--- src/rtl/boot_loader_if.sv ---
// Boot write port of the instruction RAM: full-word writes with a req/gnt handshake.
interface boot_loader_if #(parameter int AW = 32);
  logic          boot_req;
  logic          boot_we;
  logic [3:0]    boot_be;
  logic [AW-1:0] boot_addr;
  logic [31:0]   boot_wdata;
  logic          boot_gnt;

  modport master (output boot_req, boot_we, boot_be, boot_addr, boot_wdata, input boot_gnt);
  modport slave  (input  boot_req, boot_we, boot_be, boot_addr, boot_wdata, output boot_gnt);
endinterface

--- src/rtl/boot_loader.sv ---
// UART byte-stream boot loader: parses A5/LEN/data/CSUM frames and writes words to instruction RAM.
// Optional macro BOOT_TIMEOUT_EN: release the CPU after TIMEOUT cycles with no sync byte.
module boot_loader #(
  parameter int            AW        = 32,
  parameter logic [AW-1:0] BASE_ADDR = AW'(32'h0000_0000),
  parameter int            MAX_WORDS = 128,
  parameter int            TIMEOUT   = 50_000_000
) (
  input  logic                           clk,
  input  logic                           rst_n,
  input  logic [7:0]                     rx_data,
  input  logic                           rx_valid,
  boot_loader_if.master                  boot,
  output logic                           rst_boot,
  output logic                           boot_done,
  output logic                           boot_err,
  output logic [$clog2(MAX_WORDS+1)-1:0] words_loaded
);
  localparam int WLW = $clog2(MAX_WORDS+1);

  typedef enum logic [2:0] {S_SYNC, S_LEN0, S_LEN1, S_DATA, S_CSUM, S_DRAIN, S_DONE, S_ERR} state_e;

  state_e          state_q, state_d;
  logic [7:0]      len_lo_q, len_lo_d;
  logic [15:0]     len_q, len_d;
  logic [7:0]      sum_q, sum_d;
  logic [1:0]      bcnt_q, bcnt_d;
  logic [WLW-1:0]  widx_q, widx_d;
  logic [23:0]     asm_q, asm_d;
  logic            req_q, req_d;
  logic [AW-1:0]   addr_q, addr_d;
  logic [31:0]     wdata_q, wdata_d;
  logic            done_q, done_d;
  logic            err_q, err_d;
  logic            rst_boot_q, rst_boot_d;
  logic [WLW-1:0]  wl_q, wl_d;
  logic            ok_q, ok_d;
  logic            grant, pending, sync_hit;
  logic [15:0]     len_rx;
`ifdef BOOT_TIMEOUT_EN
  localparam int TW = $clog2(TIMEOUT+1);
  logic [TW-1:0]   tmo_q, tmo_d;
  logic            seen_q, seen_d;
`endif

  assign grant    = req_q && boot.boot_gnt;
  assign pending  = req_q && !boot.boot_gnt;
  assign sync_hit = rx_valid && (rx_data == 8'hA5);
  assign len_rx   = {rx_data, len_lo_q};

  always_comb begin
    state_d    = state_q;
    len_lo_d   = len_lo_q;
    len_d      = len_q;
    sum_d      = sum_q;
    bcnt_d     = bcnt_q;
    widx_d     = widx_q;
    asm_d      = asm_q;
    req_d      = req_q;
    addr_d     = addr_q;
    wdata_d    = wdata_q;
    done_d     = done_q;
    err_d      = err_q;
    rst_boot_d = rst_boot_q;
    wl_d       = wl_q;
    ok_d       = ok_q;
`ifdef BOOT_TIMEOUT_EN
    tmo_d      = tmo_q;
    seen_d     = seen_q;
`endif
    // The write handshake runs independently of the parser state.
    if (grant) begin
      req_d  = 1'b0;
      addr_d = addr_q + AW'(4);
      wl_d   = wl_q + WLW'(1);
    end
    case (state_q)
      S_SYNC, S_ERR: begin
        state_d = S_SYNC;
        if (sync_hit) begin
          state_d = S_LEN0;
          err_d   = 1'b0;
          sum_d   = '0;
          bcnt_d  = '0;
          widx_d  = '0;
          wl_d    = WLW'(grant);
`ifdef BOOT_TIMEOUT_EN
          seen_d  = 1'b1;
        end else if (!seen_q) begin
          if (tmo_q == TW'(TIMEOUT-1)) begin
            state_d    = S_DONE;
            rst_boot_d = 1'b0;
          end else begin
            tmo_d = tmo_q + TW'(1);
          end
`endif
        end
      end
      S_LEN0: if (rx_valid) begin
        len_lo_d = rx_data;
        state_d  = S_LEN1;
      end
      S_LEN1: if (rx_valid) begin
        len_d = len_rx;
        if (len_rx > 16'(MAX_WORDS)) begin
          state_d = S_ERR;
          err_d   = 1'b1;
        end else if (len_rx == 16'd0) begin
          state_d = S_CSUM;
        end else begin
          state_d = S_DATA;
        end
      end
      S_DATA: if (rx_valid) begin
        sum_d  = sum_q + rx_data;
        asm_d  = {rx_data, asm_q[23:8]};
        bcnt_d = bcnt_q + 2'd1;
        if (bcnt_q == 2'd3) begin
          // A word finishing while the previous one is still ungranted is dropped.
          if (pending) begin
            state_d = S_ERR;
            err_d   = 1'b1;
          end else begin
            req_d   = 1'b1;
            wdata_d = {rx_data, asm_q};
            addr_d  = BASE_ADDR + (AW'(widx_q) << 2);
            widx_d  = widx_q + WLW'(1);
            if (16'(widx_q) + 16'd1 == len_q) state_d = S_CSUM;
          end
        end
      end
      S_CSUM: if (rx_valid) begin
        ok_d    = (rx_data == sum_q);
        state_d = S_DRAIN;
      end
      S_DRAIN: if (!req_q) begin
        if (ok_q) begin
          state_d    = S_DONE;
          done_d     = 1'b1;
          rst_boot_d = 1'b0;
        end else begin
          state_d = S_ERR;
          err_d   = 1'b1;
        end
      end
      S_DONE:  state_d = S_DONE;
      default: state_d = S_SYNC;
    endcase
  end

  always_ff @(posedge clk or negedge rst_n) begin
    if (!rst_n) begin
      state_q    <= S_SYNC;
      len_lo_q   <= '0;
      len_q      <= '0;
      sum_q      <= '0;
      bcnt_q     <= '0;
      widx_q     <= '0;
      asm_q      <= '0;
      req_q      <= 1'b0;
      addr_q     <= BASE_ADDR;
      wdata_q    <= '0;
      done_q     <= 1'b0;
      err_q      <= 1'b0;
      rst_boot_q <= 1'b1;
      wl_q       <= '0;
      ok_q       <= 1'b0;
`ifdef BOOT_TIMEOUT_EN
      tmo_q      <= '0;
      seen_q     <= 1'b0;
`endif
    end else begin
      state_q    <= state_d;
      len_lo_q   <= len_lo_d;
      len_q      <= len_d;
      sum_q      <= sum_d;
      bcnt_q     <= bcnt_d;
      widx_q     <= widx_d;
      asm_q      <= asm_d;
      req_q      <= req_d;
      addr_q     <= addr_d;
      wdata_q    <= wdata_d;
      done_q     <= done_d;
      err_q      <= err_d;
      rst_boot_q <= rst_boot_d;
      wl_q       <= wl_d;
      ok_q       <= ok_d;
`ifdef BOOT_TIMEOUT_EN
      tmo_q      <= tmo_d;
      seen_q     <= seen_d;
`endif
    end
  end

  assign boot.boot_req   = req_q;
  assign boot.boot_we    = req_q;
  assign boot.boot_be    = {4{req_q}};
  assign boot.boot_addr  = addr_q;
  assign boot.boot_wdata = wdata_q;
  assign rst_boot        = rst_boot_q;
  assign boot_done       = done_q;
  assign boot_err        = err_q;
  assign words_loaded    = wl_q;
endmodule
--- src/flat_wrapper.sv ---
// flat-port wrapper written by rule: the top's interface ports become plain ports
module boot_loader_flat 
#(
  parameter int            AW        = 32,
  parameter logic [AW-1:0] BASE_ADDR = AW'(32'h0000_0000),
  parameter int            MAX_WORDS = 128,
  parameter int            TIMEOUT   = 50_000_000
)
  (clk, rst_n, rx_data, rx_valid, rst_boot, boot_done, boot_err, words_loaded, boot_boot_req, boot_boot_we, boot_boot_be, boot_boot_addr, boot_boot_wdata, boot_boot_gnt);
  boot_loader_if #(.AW(AW)) boot_i ();
  input  logic clk;
  input  logic rst_n;
  input  logic [7:0] rx_data;
  input  logic rx_valid;
  output logic rst_boot;
  output logic boot_done;
  output logic boot_err;
  output logic [$clog2(MAX_WORDS+1)-1:0] words_loaded;
  output wire logic [$bits(boot_i.boot_req)-1:0] boot_boot_req;
  output wire logic [$bits(boot_i.boot_we)-1:0] boot_boot_we;
  output wire logic [$bits(boot_i.boot_be)-1:0] boot_boot_be;
  output wire logic [$bits(boot_i.boot_addr)-1:0] boot_boot_addr;
  output wire logic [$bits(boot_i.boot_wdata)-1:0] boot_boot_wdata;
  input wire logic [$bits(boot_i.boot_gnt)-1:0] boot_boot_gnt;
  assign boot_boot_req = boot_i.boot_req;
  assign boot_boot_we = boot_i.boot_we;
  assign boot_boot_be = boot_i.boot_be;
  assign boot_boot_addr = boot_i.boot_addr;
  assign boot_boot_wdata = boot_i.boot_wdata;
  assign boot_i.boot_gnt = boot_boot_gnt;
  boot_loader #(.AW(AW), .BASE_ADDR(BASE_ADDR), .MAX_WORDS(MAX_WORDS), .TIMEOUT(TIMEOUT)) u_core (.clk(clk), .rst_n(rst_n), .rx_data(rx_data), .rx_valid(rx_valid), .boot(boot_i), .rst_boot(rst_boot), .boot_done(boot_done), .boot_err(boot_err), .words_loaded(words_loaded));
endmodule
--- config.mk ---
export PLATFORM = sky130hd
export DESIGN_NAME = boot_loader_flat
export DESIGN_NICKNAME = d
export VERILOG_FILES = /design/src/rtl/boot_loader_if.sv /design/src/rtl/boot_loader.sv /design/src/flat_wrapper.sv
export SDC_FILE = /design/constraint.sdc
export NUM_CORES = 1
export LEC_CHECK = 0
export CORE_MARGIN = 2
export CORE_UTILIZATION = 50
export DETAILED_ROUTE_END_ITERATION = 10
export PLACE_DENSITY_LB_ADDON = 0.12
export SLEW_MARGIN = 20
export SYNTH_ARGS = -nofsm -noshare
export SYNTH_HDL_FRONTEND = slang
export SYNTH_SLANG_ARGS = --single-unit
--- constraint.sdc ---
create_clock -name clk -period 1.8 [get_ports clk]
set_input_delay 0.27 -clock clk [delete_from_list [all_inputs] [get_ports clk]]
set_output_delay 0.27 -clock clk [all_outputs]
set_load 0.02 [all_outputs]
# Word-level counts from Yosys, hierarchy flattened
# Index checks and enable logic that the tools add are counted.
# totals
reg_bits,146
wordCells,111
# op_classes
n_addsub,6
n_lt_le_gt_ge,1
eq_ne,23
n_mux,45
bitwise_logic,2
reduce_logical,19
# op_table
operator,count
$mux W32,5
$mux W8,8
$add A32 B3 Y32 const B,1
$pmux W8 S2,2
$mux W3,10
$pmux W3 S7,1
$add A8 B1 Y8 const B,2
$eq A16 B16 Y1,1
$gt A16 B8 Y1 const B,1
$logic_not A16 Y1,1
$mux W1,15
$ne A2 B2 Y1 const B,7
$eq A3 B3 Y1 const B,4
$add A8 B1 Y9 const B,1
$reduce_and A9 Y1,1
$add A8 B8 Y8,1
$eq A8 B8 Y1,1
$eq A8 B8 Y1 const B,1
$ne A2 B1 Y1 const B,4
$reduce_and A2 Y1,4
$reduce_and A7 Y1,1
$eq A3 B2 Y1 const B,2
$reduce_and A3 Y1,2
$reduce_and A5 Y1,1
15 further kinds,19

# Depth between registers and ports, before layout
# Gate-level depths: netlist (run 1).
# logic_depth
depth_word,7
ltp_mapped,9
mapped_depth_nobuf,8

# Worst setup path before layout (run 1)
# Ideal clock, no wire load.
# synth_path
path_type,reg-to-reg
start,register u_core.req_q (netlist: u_core.boot.boot_req)
end,register u_core.addr_q[26] (netlist: u_core.boot.boot_addr[26])
setup_time_ns,0.078
arrival_time_ns,1.898
required_time_ns,1.722
path_slack_ns,-0.176
stages_incl_launch_ff,8
synth_period_minus_slack_ns,1.976
path_cell_list,dfrtp_1 > and2_1 > buf_6 > nand3_4 > nor3_4 > nand4_2 > or3_1 > a21oi_1
# synth_between
elab_chain_cells,6
elab_cells_between_ends,7
cone_classes,mux (5); reduce/logical (2)
# synth_rtl
element,line_no,rtl
start: declaration,boot_loader.sv:30,"logic req_q, req_d;"
start signal: assignment,boot_loader.sv:180,req_q <= req_d;
$logic_and A1 B1 Y1,boot_loader.sv:46,assign grant = req_q && boot.boot_gnt;
$mux W32,boot_loader.sv:72,if (grant) begin
$mux W32,boot_loader.sv:120,if (pending) begin
$mux W32,boot_loader.sv:118,if (bcnt_q == 2'd3) begin
$mux W32,boot_loader.sv:114,S_DATA: if (rx_valid) begin
$mux W32 (*),boot_loader.sv:77,case (state_q)
net u_core.addr_d[26],boot_loader.sv:31,"logic [AW-1:0] addr_q, addr_d;"
end signal: assignment,boot_loader.sv:181,addr_q <= addr_d;
end: declaration,boot_loader.sv:31,
# Mark *: on every way through the listed nets, which the timed path passes. The rest lies on a longest branch.
# A chain may end at the register's enable or synchronous reset.

# Final worst setup path (run 1)
# layout_path
start,register u_core.state_q[2]
end,register u_core.state_q[2]
# layout_between
elab_chain_cells,3
elab_cells_between_ends,18
cone_classes,eq/ne (14); mux (1); reduce/logical (3)
# layout_rtl
element,line_no,rtl
start: declaration,boot_loader.sv:23,"state_e state_q, state_d;"
start signal: assignment,boot_loader.sv:173,state_q <= state_d;
$eq A3 B2 Y1 (tied with other cells),boot_loader.sv:77,
$ne A3 B1 Y1 (no source line) (tied with other cells),n/a,
$reduce_and A7 Y1 (no source line) or $pmux W3 S7 (tied branches),n/a,
# Parallel ways exist; a longest one is shown, timed or not.

==> flow_summary.toml, run 1 <==
[cts]
cts_root_buffer = "clkbuf_16"
clkTransAtPathRegs_ns = 0.06
cts_tree = "built"
clk_path_buf_depth = 2
worstSkewPairLatency_ns = 0.42
cts_buffers = 17
clkSinkCount = 144
htree_levels = 4

[placement]
dpl-instance-area_sq_um = 8650
gp_congestion = 0.910
hpwl_um = 12100
port_buffers = 90
dp_cells = 1045

[synthesis]
syn_inst = 725
syn-mean-instance-area_sq_um = 9.53
synthTopCellsByCount = "210 x nand2_1, 143 x dfrtp_1, 56 x nor2_1"
synth_edf_count = 0
syn-cell-area_sq_um = 6910
async_reset_ff_frac = 1.00
seq_area_frac_synth = 0.522
synth.most_common_cell = "nand2_1"
netlist.area_leader.share = 0.518
synthDistinctLibCells = 68
ys_top_cells_by_area = "dfrtp_1 52%, nand2_1 11%, xor2_1 3.7%"
synth_area_leader_cell = "dfrtp_1"
synthFlopType = "dfrtp_1"
ys_warn_count = 0
ys_seq_elements = 144

[drt]
drc = 0
vias = 5843
via_per_inst = 5.38
drtAntennaViolNets = 0
routedWlPerCell_um = 16.1
wirelength_um = 17500
drt_iter0_drc = 404
drtPass1Iterations = 5

[power_and_ir_drop]
powerDensity_nw_per_um2 = 1540
p_total_mw = 14.6
cellLeakagePower_nw = 4.56
ir_drop_v = 0.000943

[timing]
fmaxAchievable_mhz = 525
worstMarginPinSlew_ns = 0.674
rsz0062_at_grt = "true"
finalCriticalPeriod_ns = 1.90
max_slew_margin = 0.551
skew_ns = 0.00567
final-max-slew-violation-count = 0
hold_violations = 0
setup_viol = 4
setup_ws_ns = -0.105
fin_crit_sh = 1.06

[grt]
grt_max_degree = 59
grt.overflow.total = 0
grt.total_usage = 0.255
grt_pass1_vias = 5970
grt_pass1_wl_um = 29500
antenna_found_initial = 0

[die]
die-width_um = 122
dieArea_sq_um = 14800
num_io_pins = 93
rows = 42
coreArea_sq_um = 13300
die_h_um = 122
start_util = 0.517

[final_layout]
final_cell_count_no_fill = 1086
drive_gt1_frac = 0.230
n_antenna_cell = 0
stdcell_area_sq_um = 9490
area_delta_synth_final_pct = 37.3
final_nets = 922

[worst_hold_path]
hold_class = "in2async"

[setup_path]
worstSetupEndpointType = "flip-flop"
cp.required_ns = 2.10
r2r_start = "u_core.state_q[2]"
arrival_ns = 2.21
r2r-end = "u_core.state_q[2]"
crit_fanout = 6
worst-r2r-cell-count = 8
r2r_setup_slack_ns = -0.10
start_kind = "flip-flop"
critPathKind = "reg2reg"

[run_status]
violations = "setup timing"
outcome = "finished, violations left"

[job]
drv_cap = 0
==> sequential cells by signal (all words and copies together) (netlist names) <==
register / count
u_core.boot.boot_wdata: 32
u_core.boot.boot_addr: 30
u_core.asm_q: 24
u_core.len_q: 16
u_core.len_lo_q: 8
u_core.sum_q: 8
u_core.widx_q: 8
u_core.words_loaded: 8
u_core.state_q: 3
u_core.bcnt_q: 2
u_core.boot.boot_req: 1
u_core.boot_done: 1
u_core.boot_err: 1
u_core.ok_q: 1
u_core.rst_boot: 1
==> how the worst max path moves through the flow <==
stage                                 start           endpoint  slack [ns]
after floorplan            u_core.widx_q[0]  u_core.state_q[2]       -0.02
after global placement           rx_data[1]    u_core.sum_q[6]       -0.47
after detailed placement         rx_data[1]    u_core.sum_q[6]       -0.52
after CTS                  u_core.widx_q[1]  u_core.state_q[2]       -0.08
after global routing       u_core.widx_q[1]  u_core.state_q[2]       -0.21
final                     u_core.state_q[2]  u_core.state_q[2]       -0.10
==> cell families after synthesis <==
| kind of cell | Yosys count | synth area share |
|---|---|---|
| AND/OR/NAND/NOR | 358 | 0.232 |
| multiplexers | 22 | 0.0359 |
| flip-flops | 144 | 0.522 |
| XOR/XNOR | 52 | 0.0659 |
| AO/OA/AOI/OAI | 87 | 0.0812 |
| other | 1 | 0.000543 |
| buffers and inverters | 49 | 0.0393 |
| adder cells (fa/ha/maj) | 12 | 0.0228 |
==> worst max-delay path: stages, from the launching register on <==
cell      delay [ns]
dfrtp_1         0.39
nand2b_1        0.22
buf_4           0.17
nor2_1          0.13
a311oi_2        0.08
buf_4           0.17
and2_2          0.17
a41o_1          0.23
a32o_1          0.22
==> layout make-up <==
| cell class | count | area (sq um) |
|---|---|---|
| clock inverters | 8 | 101 |
| repair buffers | 195 | 1810 |
| multi-input cells | 533 | 3200 |
| clock buffers | 23 | 508 |
| well taps | 176 | 220 |
| fillers | 1017 | 3860 |
| inverters | 7 | 26.3 |
| flip-flops and latches | 144 | 3620 |
==> per-stage QoR <==
step | utilization | worst slack, ns | setup TNS, ns | hold slack [ns]
after global routing | 0.711 | -0.208 | -3.42 | 0.344
after CTS | 0.702 | -0.0823 | -0.271 | 0.325
after floorplan | - | -0.0203 | -0.0203 | -0.0256
after detailed placement | 0.648 | -0.524 | -24.30 | 0.197
after global placement | 0.648 | -0.475 | -22.97 | 0.192
final | 0.711 | -0.105 | -0.287 | 0.320
==> per-layer routing <==
metal / vias to the layer above / global-route usage / wire (um)
li1: 2782 / - / -
met3: 28 / 0.0478 / 707
met2: 156 / 0.413 / 8640
met1: 2877 / 0.342 / 7770
met4: 0 / 0.101 / 350
met5: - / 0 / 0
==> repair_timing <==
action | 4_1_cts | 5_1_grt
endpoints found under the hold margin | 31 | 0
gates resized for setup | 23 | 27
setup endpoints to repair | 23 | 74
pin swaps | 11 | 18
hold buffers | 1 | 0
setup buffers | 6 | 4
==> placed cells by master, fill, tap and decap left out, drive strengths merged, types with 22 or more instances in the layout <==
cell type | netlist | layout
buf | 26 | 105
nor2 | 56 | 56
clkdlybuf4s50 | 0 | 74
o21ai | 27 | 27
xor2 | 29 | 29
nand2 | 210 | 210
nand3 | 24 | 24
mux2 | 22 | 22
dfrtp | 143 | 143
xnor2 | 23 | 23
clkbuf | 16 | 23
==> power by group <==
part	switching (mW)	internal, mW
combinational	2.88	2.85
clock	1.33	2.25
sequential	0.912	4.40
Power figures use the tool's default switching activity.
==> run 2: changes to the inputs <==
--- a/config.mk
+++ b/config.mk
@@ -9,6 +9,7 @@
 export CORE_UTILIZATION = 50
 export DETAILED_ROUTE_END_ITERATION = 10
 export PLACE_DENSITY_LB_ADDON = 0.12
+export REMOVE_ABC_BUFFERS = 1
 export SLEW_MARGIN = 20
 export SYNTH_ARGS = -nofsm -noshare
 export SYNTH_HDL_FRONTEND = slang
==> flow_summary.toml, run 2 (same netlist as run 1, synthesis figures left out) <==
[setup_path]
arrival_ns = 2.22
cp_top_family = "compound AO/OA/AOI/OAI gates"
worstSetupEndpointType = "flip-flop"
crit_buf_inv = 1
crit_path_frequent_cell = "nand3_1"
cpPeakStageDelay_ns = 0.36
cp_cell_sequence = "ha_2 > buf_4 > nand3_1 > a21o_2 > nand3_1 > a41oi_2 > a41o_1 > a32o_1"
critPathKind = "reg2reg"
crit_fanout = 7
start_kind = "flip-flop"
cp.required_ns = 2.10
critical-path-slowest-cell = "dfrtp_1"

[placement]
port_buffers = 90
hpwl_um = 11700
pre_cts_ws_ns = -0.614
gp_congestion = 0.908

[die]
rows = 42
start_util = 0.517
dieArea_sq_um = 14800
die_h_um = 122
die-width_um = 122
coreArea_sq_um = 13300
num_io_pins = 93

[timing]
fmaxAchievable_mhz = 522
skew_ns = 0.00692
finalCriticalPeriod_ns = 1.92
fin_crit_sh = 1.06
final-max-slew-violation-count = 0
rsz0062_at_grt = "true"
setup_ws_ns = -0.117
hold_violations = 0
hold_slack_ns = 0.306
setup_viol = 4

[power_and_ir_drop]
cellLeakagePower_nw = 4.71
pwr-share-seq = 0.355
power.switching_mw = 5.10
internal-power_mw = 9.60
ir_drop_v = 0.000951
powerDensity_nw_per_um2 = 1530
comb_power_share = 0.390
clkPwrFrac = 0.255
switching_share = 0.347

[grt]
grt_max_degree = 46
grt_pass1_wl_um = 27900
grt_pass1_vias = 5768
antenna_found_initial = 0
grt.overflow.total = 0
grt.total_usage = 0.239

[final_layout]
final_nets = 930
area_delta_synth_final_pct = 38.7
most-common-layout-cells = "207 x nand2_1, 141 x dfrtp_1, 104 x buf_4"
multiInputGateArea_sq_um = 3230
n_fill_cell = 1016
final_common_cell = "nand2_1"
regArea_sq_um = 3610
largest_reg_flops = 32
drive_gt1_frac = 0.235
fin_util = 0.717
n_antenna_cell = 0

[cts]
cts_root_buffer = "clkbuf_16"
clk_path_buf_depth = 2
worstSkewPairLatency_ns = 0.42
clkSinkCount = 144
htree_levels = 4
cts_buffers = 17
clkTransAtPathRegs_ns = 0.06
cts_tree = "built"

[run_status]
violations = "setup timing"
outcome = "finished, violations left"

[drt]
wirelength_um = 16800
vias = 5796
drc = 0
via_per_inst = 5.29
drtPass1Iterations = 4
drtAntennaViolNets = 0
routedWlPerCell_um = 15.3
drt_iter0_drc = 402

[worst_hold_path]
hold_class = "in2async"

[job]
drv_cap = 0
## run 2: routing by layer
| metal | track usage | vias to the layer above | routed length [um] |
|---|---|---|---|
| met1 | 0.320 | 2832 | 7510 |
| met3 | 0.0478 | 23 | 667 |
| met4 | 0.0697 | 0 | 219 |
| li1 | - | 2799 | - |
| met2 | 0.397 | 142 | 8360 |
| met5 | 0 | - | 0 |
## run 2: timing repair
| action | CTS | global route |
|---|---|---|
| hold buffers | 1 | 0 |
| buffers inserted | 0 | 5 |
| endpoints found under the setup margin | 31 | 50 |
| resized for setup | 34 | 33 |
| hold endpoints to repair | 30 | 0 |
| pin swaps | 12 | 15 |
## run 2: layout make-up
type / count / share of cell area
Inverter: 7 / 0.00274
Clock buffer: 18 / 0.0459
Timing Repair Buffer: 203 / 0.194
Multi-Input combinational cell: 533 / 0.338
Sequential cell: 144 / 0.377
Clock inverter: 14 / 0.0196
Tap cell: 176 / 0.0230
## run 2: stage by stage
step	cells	total power, mW	TNS (ns)	instance area, sq um
after global routing	1095	15.6	-0.872	9580
after floorplan	684	8.13	-125.61	6670
after detailed placement	1057	10.7	-24.20	8690
final	1095	14.7	-0.301	9580
after global placement	1057	10.5	-22.15	8690
after CTS	1090	14.6	-0.322	9380
## run 2: worst reg2reg max path, stage by stage (launching register included)
cell	delay, ns
dfrtp_1	0.36
ha_2	0.19
buf_4	0.15
nand3_1	0.12
a21o_2	0.21
nand3_1	0.11
a41oi_2	0.17
a41o_1	0.24
a32o_1	0.25
## run 2: final timing paths
check	endpoint	cells after the start	from	slack (ns)
worst max-delay path	u_core.state_q[2]	8	u_core.widx_q[0]	-0.12
worst min-delay path	u_core.boot.boot_wdata[6]	2	rst_n	0.31
worst max register to register	u_core.state_q[2]	8	u_core.widx_q[0]	-0.12
worst min register to register	u_core.boot.boot_wdata[5]	2	u_core.asm_q[5]	0.46
max in group asynchronous	u_core.rst_boot	3	rst_n	0.79
min in group clk	u_core.boot.boot_wdata[30]	4	rx_data[6]	0.31
## run 2: power groups by stage
| stage | logic, mW | clock network [mW] | registers (mW) |
|---|---|---|---|
| floorplan | 2.38 | 0 | 5.75 |
| CTS | 5.59 | 3.79 | 5.18 |
| detailed placement | 5.50 | 0 | 5.22 |
| global placement | 5.34 | 0 | 5.15 |
| global route | 6.29 | 3.92 | 5.37 |
| finish | 5.73 | 3.74 | 5.22 |
